### config.mk
export PLATFORM = sky130hd
export DESIGN_NAME = hazard_unit_flat
export DESIGN_NICKNAME = d
export VERILOG_FILES = /design/src/rtl/hazard_pkg.sv /design/src/rtl/hazard_if.sv /design/src/rtl/hazard_fwd_sel.sv /design/src/rtl/hazard_unit.sv /design/src/flat_wrapper.sv
export SDC_FILE = /design/constraint.sdc
export NUM_CORES = 1
export LEC_CHECK = 0
export CAP_MARGIN = 20
export CORE_MARGIN = 8
export CORE_UTILIZATION = 51
export DETAILED_ROUTE_END_ITERATION = 8
export PLACE_DENSITY = 0.83
export SYNTH_ARGS = -nofsm -noshare
export SYNTH_HDL_FRONTEND = slang
export SYNTH_HIERARCHICAL = 1
export SYNTH_SLANG_ARGS = --single-unit
### constraint.sdc
create_clock -name clk -period 2.4 [get_ports clk]
set_input_delay 0.48 -clock clk [delete_from_list [all_inputs] [get_ports clk]]
set_output_delay 0.48 -clock clk [all_outputs]
set_load 0.02 [all_outputs]
### src/rtl/hazard_pkg.sv
// Shared types for the hazard unit: forwarding selects, per-stage shadow tags
// and the bubble tag.
package hazard_pkg;

  localparam int TAG_AW = 5;
  localparam logic [TAG_AW-1:0] REG_X0 = {TAG_AW{1'b0}};

  typedef enum logic [1:0] {
    FWD_RF  = 2'b00,
    FWD_WB  = 2'b01,
    FWD_MEM = 2'b10
  } fwd_sel_t;

  typedef struct packed {
    logic [TAG_AW-1:0] rd;
    logic [TAG_AW-1:0] rs1;
    logic [TAG_AW-1:0] rs2;
    logic              regwrite;
    logic              load;
  } stage_tag_t;

  localparam stage_tag_t BUBBLE_TAG = '{
    rd: REG_X0, rs1: REG_X0, rs2: REG_X0, regwrite: 1'b0, load: 1'b0
  };

  // True when a stage's destination is a real register equal to rs.
  function automatic logic rd_hits(input stage_tag_t t, input logic [TAG_AW-1:0] rs);
    return (t.rd != REG_X0) && (t.rd == rs);
  endfunction

endpackage

### src/rtl/hazard_if.sv
// Decode/datapath <-> hazard unit bundle. The master side is the pipeline,
// the slave side is the hazard unit.
interface hazard_if #(
  parameter int REG_AW = 5,
  parameter int CNT_W  = 32
) ();
  import hazard_pkg::*;

  logic [REG_AW-1:0] Rs1D;
  logic [REG_AW-1:0] Rs2D;
  logic [REG_AW-1:0] RdD;
  logic              RegWriteD;
  logic              LoadD;
  logic              PCSrcE;
  fwd_sel_t          ForwardAE;
  fwd_sel_t          ForwardBE;
  logic              StallF;
  logic              StallD;
  logic              FlushD;
  logic              FlushE;
  logic [CNT_W-1:0]  stall_cnt;
  logic [CNT_W-1:0]  flush_cnt;

  modport master (
    output Rs1D, Rs2D, RdD, RegWriteD, LoadD, PCSrcE,
    input  ForwardAE, ForwardBE, StallF, StallD, FlushD, FlushE, stall_cnt, flush_cnt
  );

  modport slave (
    input  Rs1D, Rs2D, RdD, RegWriteD, LoadD, PCSrcE,
    output ForwardAE, ForwardBE, StallF, StallD, FlushD, FlushE, stall_cnt, flush_cnt
  );

endinterface

### src/rtl/hazard_fwd_sel.sv
// Operand forwarding select for one execute-stage source register.
// M beats W; loads in M never forward because their data is not ready yet.
module hazard_fwd_sel
  import hazard_pkg::*;
(
  input  logic [TAG_AW-1:0] i_rs_e,
  input  logic [TAG_AW-1:0] i_rd_m,
  input  logic              i_regwrite_m,
  input  logic              i_load_m,
  input  logic [TAG_AW-1:0] i_rd_w,
  input  logic              i_regwrite_w,
  output fwd_sel_t          o_sel
);

  // Priority compare against the two younger-to-older producers.
  always_comb begin
    o_sel = FWD_RF;
    if (i_regwrite_m && !i_load_m && (i_rd_m != REG_X0) && (i_rd_m == i_rs_e)) begin
      o_sel = FWD_MEM;
    end else if (i_regwrite_w && (i_rd_w != REG_X0) && (i_rd_w == i_rs_e)) begin
      o_sel = FWD_WB;
    end else begin
      o_sel = FWD_RF;
    end
  end

endmodule

### src/rtl/hazard_unit.sv
// Hazard unit for a 5-stage pipeline: shadow E/M/W tags, operand forwarding,
// load-use stall, branch flush and saturating stall/flush event counters.
module hazard_unit
  import hazard_pkg::*;
#(
  parameter int REG_AW = 5,
  parameter int CNT_W  = 32
) (
  input logic     clk,
  input logic     rst_n,
  hazard_if.slave bus
);

  localparam logic [CNT_W-1:0] CNT_ZERO = {CNT_W{1'b0}};
  localparam logic [CNT_W-1:0] CNT_ONE  = CNT_W'(1'b1);
  localparam logic [CNT_W-1:0] CNT_MAX  = {CNT_W{1'b1}};

  stage_tag_t       w_tag_d;
  stage_tag_t       r_tag_e;
  stage_tag_t       r_tag_m;
  stage_tag_t       r_tag_w;
  logic             w_lw_stall;
  logic             w_flush_e;
  fwd_sel_t         w_fwd_a;
  fwd_sel_t         w_fwd_b;
  logic [CNT_W-1:0] r_stall_cnt;
  logic [CNT_W-1:0] r_flush_cnt;
  logic             w_unused_tag;

  // Decode-stage fields packed into a tag.
  always_comb begin
    w_tag_d          = BUBBLE_TAG;
    w_tag_d.rd       = TAG_AW'(bus.RdD);
    w_tag_d.rs1      = TAG_AW'(bus.Rs1D);
    w_tag_d.rs2      = TAG_AW'(bus.Rs2D);
    w_tag_d.regwrite = bus.RegWriteD;
    w_tag_d.load     = bus.LoadD;
  end

  // A taken branch discards the wrong-path load-use, so it masks the stall.
  assign w_lw_stall = r_tag_e.load && !bus.PCSrcE &&
                      (rd_hits(r_tag_e, w_tag_d.rs1) || rd_hits(r_tag_e, w_tag_d.rs2));
  assign w_flush_e  = w_lw_stall || bus.PCSrcE;

  hazard_fwd_sel u_fwd_a (
    .i_rs_e       (r_tag_e.rs1),
    .i_rd_m       (r_tag_m.rd),
    .i_regwrite_m (r_tag_m.regwrite),
    .i_load_m     (r_tag_m.load),
    .i_rd_w       (r_tag_w.rd),
    .i_regwrite_w (r_tag_w.regwrite),
    .o_sel        (w_fwd_a)
  );

  hazard_fwd_sel u_fwd_b (
    .i_rs_e       (r_tag_e.rs2),
    .i_rd_m       (r_tag_m.rd),
    .i_regwrite_m (r_tag_m.regwrite),
    .i_load_m     (r_tag_m.load),
    .i_rd_w       (r_tag_w.rd),
    .i_regwrite_w (r_tag_w.regwrite),
    .o_sel        (w_fwd_b)
  );

  // Shadow pipe; never stalls because every stall also flushes E.
  always_ff @(posedge clk or negedge rst_n) begin
    if (!rst_n) begin
      r_tag_e <= BUBBLE_TAG;
      r_tag_m <= BUBBLE_TAG;
      r_tag_w <= BUBBLE_TAG;
    end else begin
      r_tag_e <= w_flush_e ? BUBBLE_TAG : w_tag_d;
      r_tag_m <= r_tag_e;
      r_tag_w <= r_tag_m;
    end
  end

  // Saturating event counters.
  always_ff @(posedge clk or negedge rst_n) begin
    if (!rst_n) begin
      r_stall_cnt <= CNT_ZERO;
      r_flush_cnt <= CNT_ZERO;
    end else begin
      if (w_lw_stall && (r_stall_cnt != CNT_MAX)) begin
        r_stall_cnt <= r_stall_cnt + CNT_ONE;
      end
      if (bus.PCSrcE && (r_flush_cnt != CNT_MAX)) begin
        r_flush_cnt <= r_flush_cnt + CNT_ONE;
      end
    end
  end

  assign w_unused_tag = ^{r_tag_m.rs1, r_tag_m.rs2, r_tag_w.rs1, r_tag_w.rs2, r_tag_w.load};

  assign bus.ForwardAE = w_fwd_a;
  assign bus.ForwardBE = w_fwd_b;
  assign bus.StallF    = w_lw_stall;
  assign bus.StallD    = w_lw_stall;
  assign bus.FlushD    = bus.PCSrcE;
  assign bus.FlushE    = w_flush_e;
  assign bus.stall_cnt = r_stall_cnt;
  assign bus.flush_cnt = r_flush_cnt;

endmodule

### src/flat_wrapper.sv
// flat-port wrapper written by rule: the top's interface ports become plain ports
module hazard_unit_flat import hazard_pkg::*;
#(
  parameter int REG_AW = 5,
  parameter int CNT_W  = 32
)
  (clk, rst_n, bus_Rs1D, bus_Rs2D, bus_RdD, bus_RegWriteD, bus_LoadD, bus_PCSrcE, bus_ForwardAE, bus_ForwardBE, bus_StallF, bus_StallD, bus_FlushD, bus_FlushE, bus_stall_cnt, bus_flush_cnt);
  hazard_if #(.REG_AW(REG_AW), .CNT_W(CNT_W)) bus_i ();
  input logic clk;
  input logic rst_n;
  input wire logic [$bits(bus_i.Rs1D)-1:0] bus_Rs1D;
  input wire logic [$bits(bus_i.Rs2D)-1:0] bus_Rs2D;
  input wire logic [$bits(bus_i.RdD)-1:0] bus_RdD;
  input wire logic [$bits(bus_i.RegWriteD)-1:0] bus_RegWriteD;
  input wire logic [$bits(bus_i.LoadD)-1:0] bus_LoadD;
  input wire logic [$bits(bus_i.PCSrcE)-1:0] bus_PCSrcE;
  output wire logic [$bits(bus_i.ForwardAE)-1:0] bus_ForwardAE;
  output wire logic [$bits(bus_i.ForwardBE)-1:0] bus_ForwardBE;
  output wire logic [$bits(bus_i.StallF)-1:0] bus_StallF;
  output wire logic [$bits(bus_i.StallD)-1:0] bus_StallD;
  output wire logic [$bits(bus_i.FlushD)-1:0] bus_FlushD;
  output wire logic [$bits(bus_i.FlushE)-1:0] bus_FlushE;
  output wire logic [$bits(bus_i.stall_cnt)-1:0] bus_stall_cnt;
  output wire logic [$bits(bus_i.flush_cnt)-1:0] bus_flush_cnt;
  assign bus_i.Rs1D = bus_Rs1D;
  assign bus_i.Rs2D = bus_Rs2D;
  assign bus_i.RdD = bus_RdD;
  assign bus_i.RegWriteD = bus_RegWriteD;
  assign bus_i.LoadD = bus_LoadD;
  assign bus_i.PCSrcE = bus_PCSrcE;
  assign bus_ForwardAE = bus_i.ForwardAE;
  assign bus_ForwardBE = bus_i.ForwardBE;
  assign bus_StallF = bus_i.StallF;
  assign bus_StallD = bus_i.StallD;
  assign bus_FlushD = bus_i.FlushD;
  assign bus_FlushE = bus_i.FlushE;
  assign bus_stall_cnt = bus_i.stall_cnt;
  assign bus_flush_cnt = bus_i.flush_cnt;
  hazard_unit #(.REG_AW(REG_AW), .CNT_W(CNT_W)) u_core (.clk(clk), .rst_n(rst_n), .bus(bus_i));
endmodule
==> summary.md, run 1 <==
| Metric | Value |
|---|---|
| Root Buffer | `clkbuf_8` |
| Main synth FF type | `dfrtp_1` |
| Status | `complete, but fails checks` |
| DRC errors left | `0` |
| Post-route ant nets | `0` |
| Pwr per Cell Area | `approximately 600 nW/um2` |
| Tightest Pin Transition | `0.579 ns` |
| Register area | `2350 um2` |
| Final setup fails | `1` |
| Post-route minimum period | `around 2.4 ns` |
| Routability congestion estimate | `0.866` |
| Via/cell ratio | `5.42` |
| Startpoint types | `input pin` |
| # H-tree levels | `3` |
| Largest net degree at the start of global routing | `between 50 and 60` |
| Netlist Area Pre-Place | `approximately 4400 um2` |
| Max-cap violations | `0` |
| Detailed placement HPWL | `8190 um` |
| Routed wire length | `11000 um` |
| Fin nets | `552` |
| CP arrival | `1.92 ns` |
| Leakage | `2.66 nW` |
| Total number of vias | `3475` |
| Area of the multi-input gates | `2030 um2` |
| Placed insts | `621` |
| Mean cell area of the mapped netlist | `~11 um2` |
| Gr usage total | `19.0%` |
| CTS tree | `built` |
| # fillers | `636` |
| Chip height | `109 um` |
| Worst Hold Class | `in2async` |
| Antenna diodes | `0` |
| Register bit total from synthesis | `94` |
| Fin worst setup slack | `-0.00219 ns` |
| Syn Inst Count | `410` |
| CP Max Fanout | `6` |
| Area grow syn2layout | `33.5%` |
| Pre-CTS WS | `-0.592 ns` |
| Fin. max-slew vios | `0` |
| PortBufs | `91` |
| Area after DPL | `between 5000 and 6000 um2` |
| Asr flop ratio synth | `100%` |
| Commonest non-fill, non-tap cells in the layout | `92 x dfrtp_1, 80 x clkdlybuf4s50_1, 45 x xnor2_1` |
| RSZ-0062 raised after global routing | `true` |
| Layout cells sized above 1 | `14.3%` |
| Most common cell after layout, fill and taps aside | `dfrtp_1` |
| Clock Tree Buf Depth | `2` |
| Cell variety after synth | `43` |
| Peak Freq | `416 MHz` |
| Post-synth EDFFs | `0` |
| # rows | `34` |
| Rel. slew slack | `61.4%` |
| Chip width | `109 um` |
| Total I/O pin count | `92` |
| Violated checks | `setup timing` |
| Antenna violations before repair | `0` |
| Mapped Nets | `about 430` |
| Worst endpoint required time | `about 1.9 ns` |
| Grt total ovfl | `0` |
| First-pass GRT wire length | `17800 um` |
| Vias in the first global route | `between 3000 and 4000` |
| Clock Sinks | `94` |
| Final Hold Viols | `0` |
| Core area | `8590 um2` |
| Starting Density | `51.7%` |
| Wire per inst | `about 17 um` |
| Worst r2r src | `u_core/bus.flush_cnt[0]$_DFFE_PN0P_` |
| Worst-case vdd ir drop | `0.000448 V` |
| Pwr Total | `~3.6 mW` |
| Total die area | `12000 um2` |
| Ys Warns | `6` |
| TritonRoute pass-1 iters | `4` |
| Non-Filler Instances | `approximately 640` |
| Sequential area share after synthesis | `52.9%` |
| Tcrit/Tclk final | `100%` |
| Starting DRT DRC Count | `between 150 and 200` |
| Clk_skew | `slightly below 0.01 ns` |
| Final core occ | `69.1%` |
| Post-route cell area | `between 5000 and 6000 um2` |
| Setup CP Type | `in2out` |
| Reg clk slew, reported paths | `0.08 ns` |
| Worst-Skew Late Latency | `approximately 0.35 ns` |
| Crit end category | `output pin` |
| TritonCTS buffer count | `9` |
| Worst Setup SP | `bus_Rs2D[4]` |
synth_stat cells, drive strengths merged, types with 2 or more instances:
cell / instances / area, um2
a21oi: 4 / 20.0
nor3: 22 / 120
and3: 12 / 77.6
ha: 2 / 25.0
xor2: 40 / 350
buf: 7 / 46.3
clkbuf: 2 / 8.75
nand2: 19 / 78.8
and2: 19 / 119
inv: 15 / 58.8
nand3: 35 / 175
dfrtp: 94 / 2350
nor4b: 2 / 47.6
xnor2: 45 / 394
nand4: 27 / 169
or4: 2 / 18.8
o211ai: 3 / 22.5
nor4: 9 / 68.8
mux2: 2 / 22.5
and4: 6 / 53.8
nor2b: 3 / 26.3
o21ai: 3 / 15.0
nor2: 30 / 120
timing repair:
action                                 4_1_cts  5_1_grt
endpoints found under the hold margin        0        0
setup buffers                                0        6
hold buffers                                 0        0
pin swaps                                    3        6
setup endpoints to repair                    7        7
resized for setup                           25       21
where the power goes:
group | switching [mW] | internal, mW
sequential | 0.118 | 1.68
combinational | 0.282 | 0.279
clock | 0.517 | 0.682
logic make-up after synthesis:
group,synth area share (%)
buf+inv,2.56
fa+ha+maj,0.563
compound gates,1.86
flops,52.9
simple gates,24.9
xor+xnor,16.7
mux,0.507
registers in the layout (all words and copies together), names as in the netlist:
signal                count
u_core/r_tag_e           17
u_core/r_tag_m            7
u_core/bus.stall_cnt     32
u_core/bus.flush_cnt     32
u_core/r_tag_w            6
worst paths after layout:
check / endpoint / slack [ns] / depth (start not counted)
max in group asynchronous: u_core/bus.flush_cnt[2]$_DFFE_PN0P_ / 1.60 / 2
worst min register to register: u_core/r_tag_m[1]$_DFF_PN0_ / 0.36 / 0
worst min-delay path: u_core/bus.stall_cnt[3]$_DFFE_PN0P_ / 0.12 / 1
worst max register to register: u_core/bus.flush_cnt[1]$_DFFE_PN0P_ / 0.22 / 6
worst max-delay path: bus_FlushE / -0.002 / 9
min in group clk: u_core/r_tag_m[1]$_DFF_PN0_ / 0.36 / 0
per-layer routing:
metal	global-route usage, %	vias up	share of wire, %
met5	0	-	0
met2	30.0	103	49
met3	3.22	28	4.8
li1	-	1651	-
met4	8.87	0	2.5
met1	25.2	1693	44
stage by stage:
stage          setup TNS [ns]  hold WS, ns
4_1_cts                -0.140        0.126
3_3_place_gp            -1.65        0.341
6_report             -0.00219        0.118
3_5_place_dp            -2.08        0.337
2_1_floorplan               0        0.184
5_1_grt                -0.239        0.160
critical path, cell delays in order:
cell,delay [ns]
clkdlybuf4s50_1,0.44
xor2_1,0.17
nor3_2,0.19
a22oi_2,0.09
or2_4,0.28
inv_6,0.09
nor2_4,0.04
inv_2,0.05
buf_6,0.10
final cells by class:
class,instances,area share [%]
sequential,94,39.7
multi-input combinational,292,34.1
timing repair buffer,118,19.1
tap,108,2.28
clock buffer,10,2.15
clock inverter,4,1.64
inverter,15,1.03
Note: power is estimated with default switching activity, not from simulation.
==> run 2, diff against run 1 <==
- CORE_MARGIN: 8 -> not set
==> summary.md, run 2 (synthesized netlist as in run 1, its figures left out) <==
| Metric | Value |
|---|---|
| Status | `complete, but fails checks` |
| Violated checks | `setup timing` |
| Busiest grt layer | `met2` |
| First-pass GRT wire length | `16900 um` |
| Total number of vias | `about 3500` |
| Commonest non-fill, non-tap cells in the layout | `91 x dfrtp_1, 79 x clkdlybuf4s50_1, 45 x xnor2_1` |
| Tcrit/Tclk final | `101%` |
| Post-route ant nets | `0` |
| Total I/O pin count | `between 90 and 100` |
| Placed insts | `around 620` |
| Most common cell after layout, fill and taps aside | `dfrtp_1` |
| Fin. max-slew vios | `0` |
| Antenna diodes | `0` |
| Non-Filler Instances | `639` |
| GR Layer Usage met1 | `33.0%` |
| Worst-Skew Late Latency | `0.36 ns` |
| Reg clk slew, reported paths | `~0.09 ns` |
| Post-route minimum period | `2.43 ns` |
| Max-cap violations | `0` |
| DRC errors left | `0` |
| CTS tree | `built` |
| Tightest Pin Transition | `0.669 ns` |
| Gr usage total | `24.6%` |
| Met2 Usage GRT | `39.9%` |
| Clock Tree Buf Depth | `2` |
| Final Hold Viols | `0` |
| TritonRoute pass-1 iters | `4` |
| Final setup fails | `1` |
| Chip width | `approximately 95 um` |
| Starting Density | `53.3%` |
| Worst Setup SP | `u_core/r_tag_e[14]$_DFF_PN0_` |
| Grt total ovfl | `0` |
| Total die area | `9090 um2` |
| Fin worst setup slack | `-0.0263 ns` |
| Clock Sinks | `94` |
| Worst Hold Class | `in2async` |
| Chip height | `95.4 um` |
| Core area | `8340 um2` |
| Rel. slew slack | `55.4%` |
| Wire per inst | `16.2 um` |
| Startpoint types | `flop` |
| CP arrival | `1.95 ns` |
| Antenna violations before repair | `0` |
| Final hold slack | `about 0.14 ns` |
| Worst endpoint required time | `1.92 ns` |
| TritonCTS buffer count | `9` |
| Layout cells sized above 1 | `14.6%` |
| Setup CP Type | `reg2out` |
| Vias in the first global route | `3467` |
| Crit end category | `output pin` |
| # fillers | `621` |
| RSZ-0062 raised after global routing | `true` |
| Worst-case vdd ir drop | `0.000520 V` |
| CP Max Fanout | `3` |
| Peak Freq | `412 MHz` |
| # rows | `33` |
| Critical Path Max Stage Delay | `0.54 ns` |
| Root Buffer | `clkbuf_8` |
| Met3 global-route usage | `roughly 4.2%` |
| Via/cell ratio | `5.43` |
| Worst path cell trace | `or4_4 > o21ai_4 > or2_4 > inv_4 > nor2_4 > inv_2 > buf_6` |
| Pre-CTS WS | `-0.623 ns` |
| Routability congestion estimate | `about 0.85` |
| Area of the multi-input gates | `2030 um2` |
| Pwr per Cell Area | `604 nW/um2` |
| TNS Setup | `-0.0263 ns` |
| Worst r2r src | `u_core/bus.flush_cnt[0]$_DFFE_PN0P_` |
| Final core occ | `slightly above 70%` |
| Largest net degree at the start of global routing | `53` |
| Detailed placement HPWL | `7540 um` |
| Fin nets | `551` |
| CP max stage cell | `or4_4` |
| Leakage | `~2.7 nW` |
| Area grow syn2layout | `34.2%` |
| Starting DRT DRC Count | `146` |
| Clk_skew | `0.00887 ns` |
| Routed wire length | `10400 um` |
| # H-tree levels | `3` |
| PortBufs | `91` |
| Register area | `2360 um2` |
-- run 2: through the flow --
step                      cell area [um2]  total power, mW
after floorplan                      4450             2.07
after global placement               5600             2.34
after detailed placement             5600             2.36
after CTS                            5940             3.63
after global routing                 5970             3.76
final                                5970             3.61
-- run 2: routing by layer --
layer,vias up,routed length (um)
met4,0,214
met5,-,0
met1,1711,4520
met2,84,5170
met3,18,465
li1,1655,-
-- run 2: area by class of cell --
cell class	instances	area share, %
Inverter	15	0.986
Tap cell	105	2.20
Clock buffer	11	2.37
Multi-Input combinational cell	292	34.1
Sequential cell	94	39.5
Timing Repair Buffer	117	19.1
Clock inverter	5	1.78
-- run 2: repair_timing --
action,in CTS,in global routing
pin swaps,7,1
endpoints found under the setup margin,7,6
gates resized for setup,36,10
hold buffers,0,0
hold endpoints to repair,0,0
buffers inserted,7,0
-- run 2: report_power, final --
part | leakage [nW] | internal (mW) | switching (mW)
registers | 1.24 | 1.68 | 0.116
clock network | 0.120 | 0.723 | 0.533
logic | 1.29 | 0.280 | 0.278
-- run 2: path summary, 6_finish.rpt --
check / to / slack [ns] / cells after the start
worst max-delay path: bus_FlushE / -0.03 / 7
worst min-delay path: u_core/bus.flush_cnt[17]$_DFFE_PN0P_ / 0.14 / 1
worst max register to register: u_core/bus.flush_cnt[1]$_DFFE_PN0P_ / 0.22 / 6
worst min register to register: u_core/r_tag_m[1]$_DFF_PN0_ / 0.35 / 0
max in group asynchronous: u_core/r_tag_m[14]$_DFF_PN0_ / 1.58 / 2
min in group clk: u_core/r_tag_m[1]$_DFF_PN0_ / 0.35 / 0
-- run 2: worst max-delay path, delay by kind of cell, from the launching register on --
family,cells,cell delay (ns)
compound gates,1,0.15
buf+inv,3,0.22
flops,1,0.44
simple gates,3,0.79
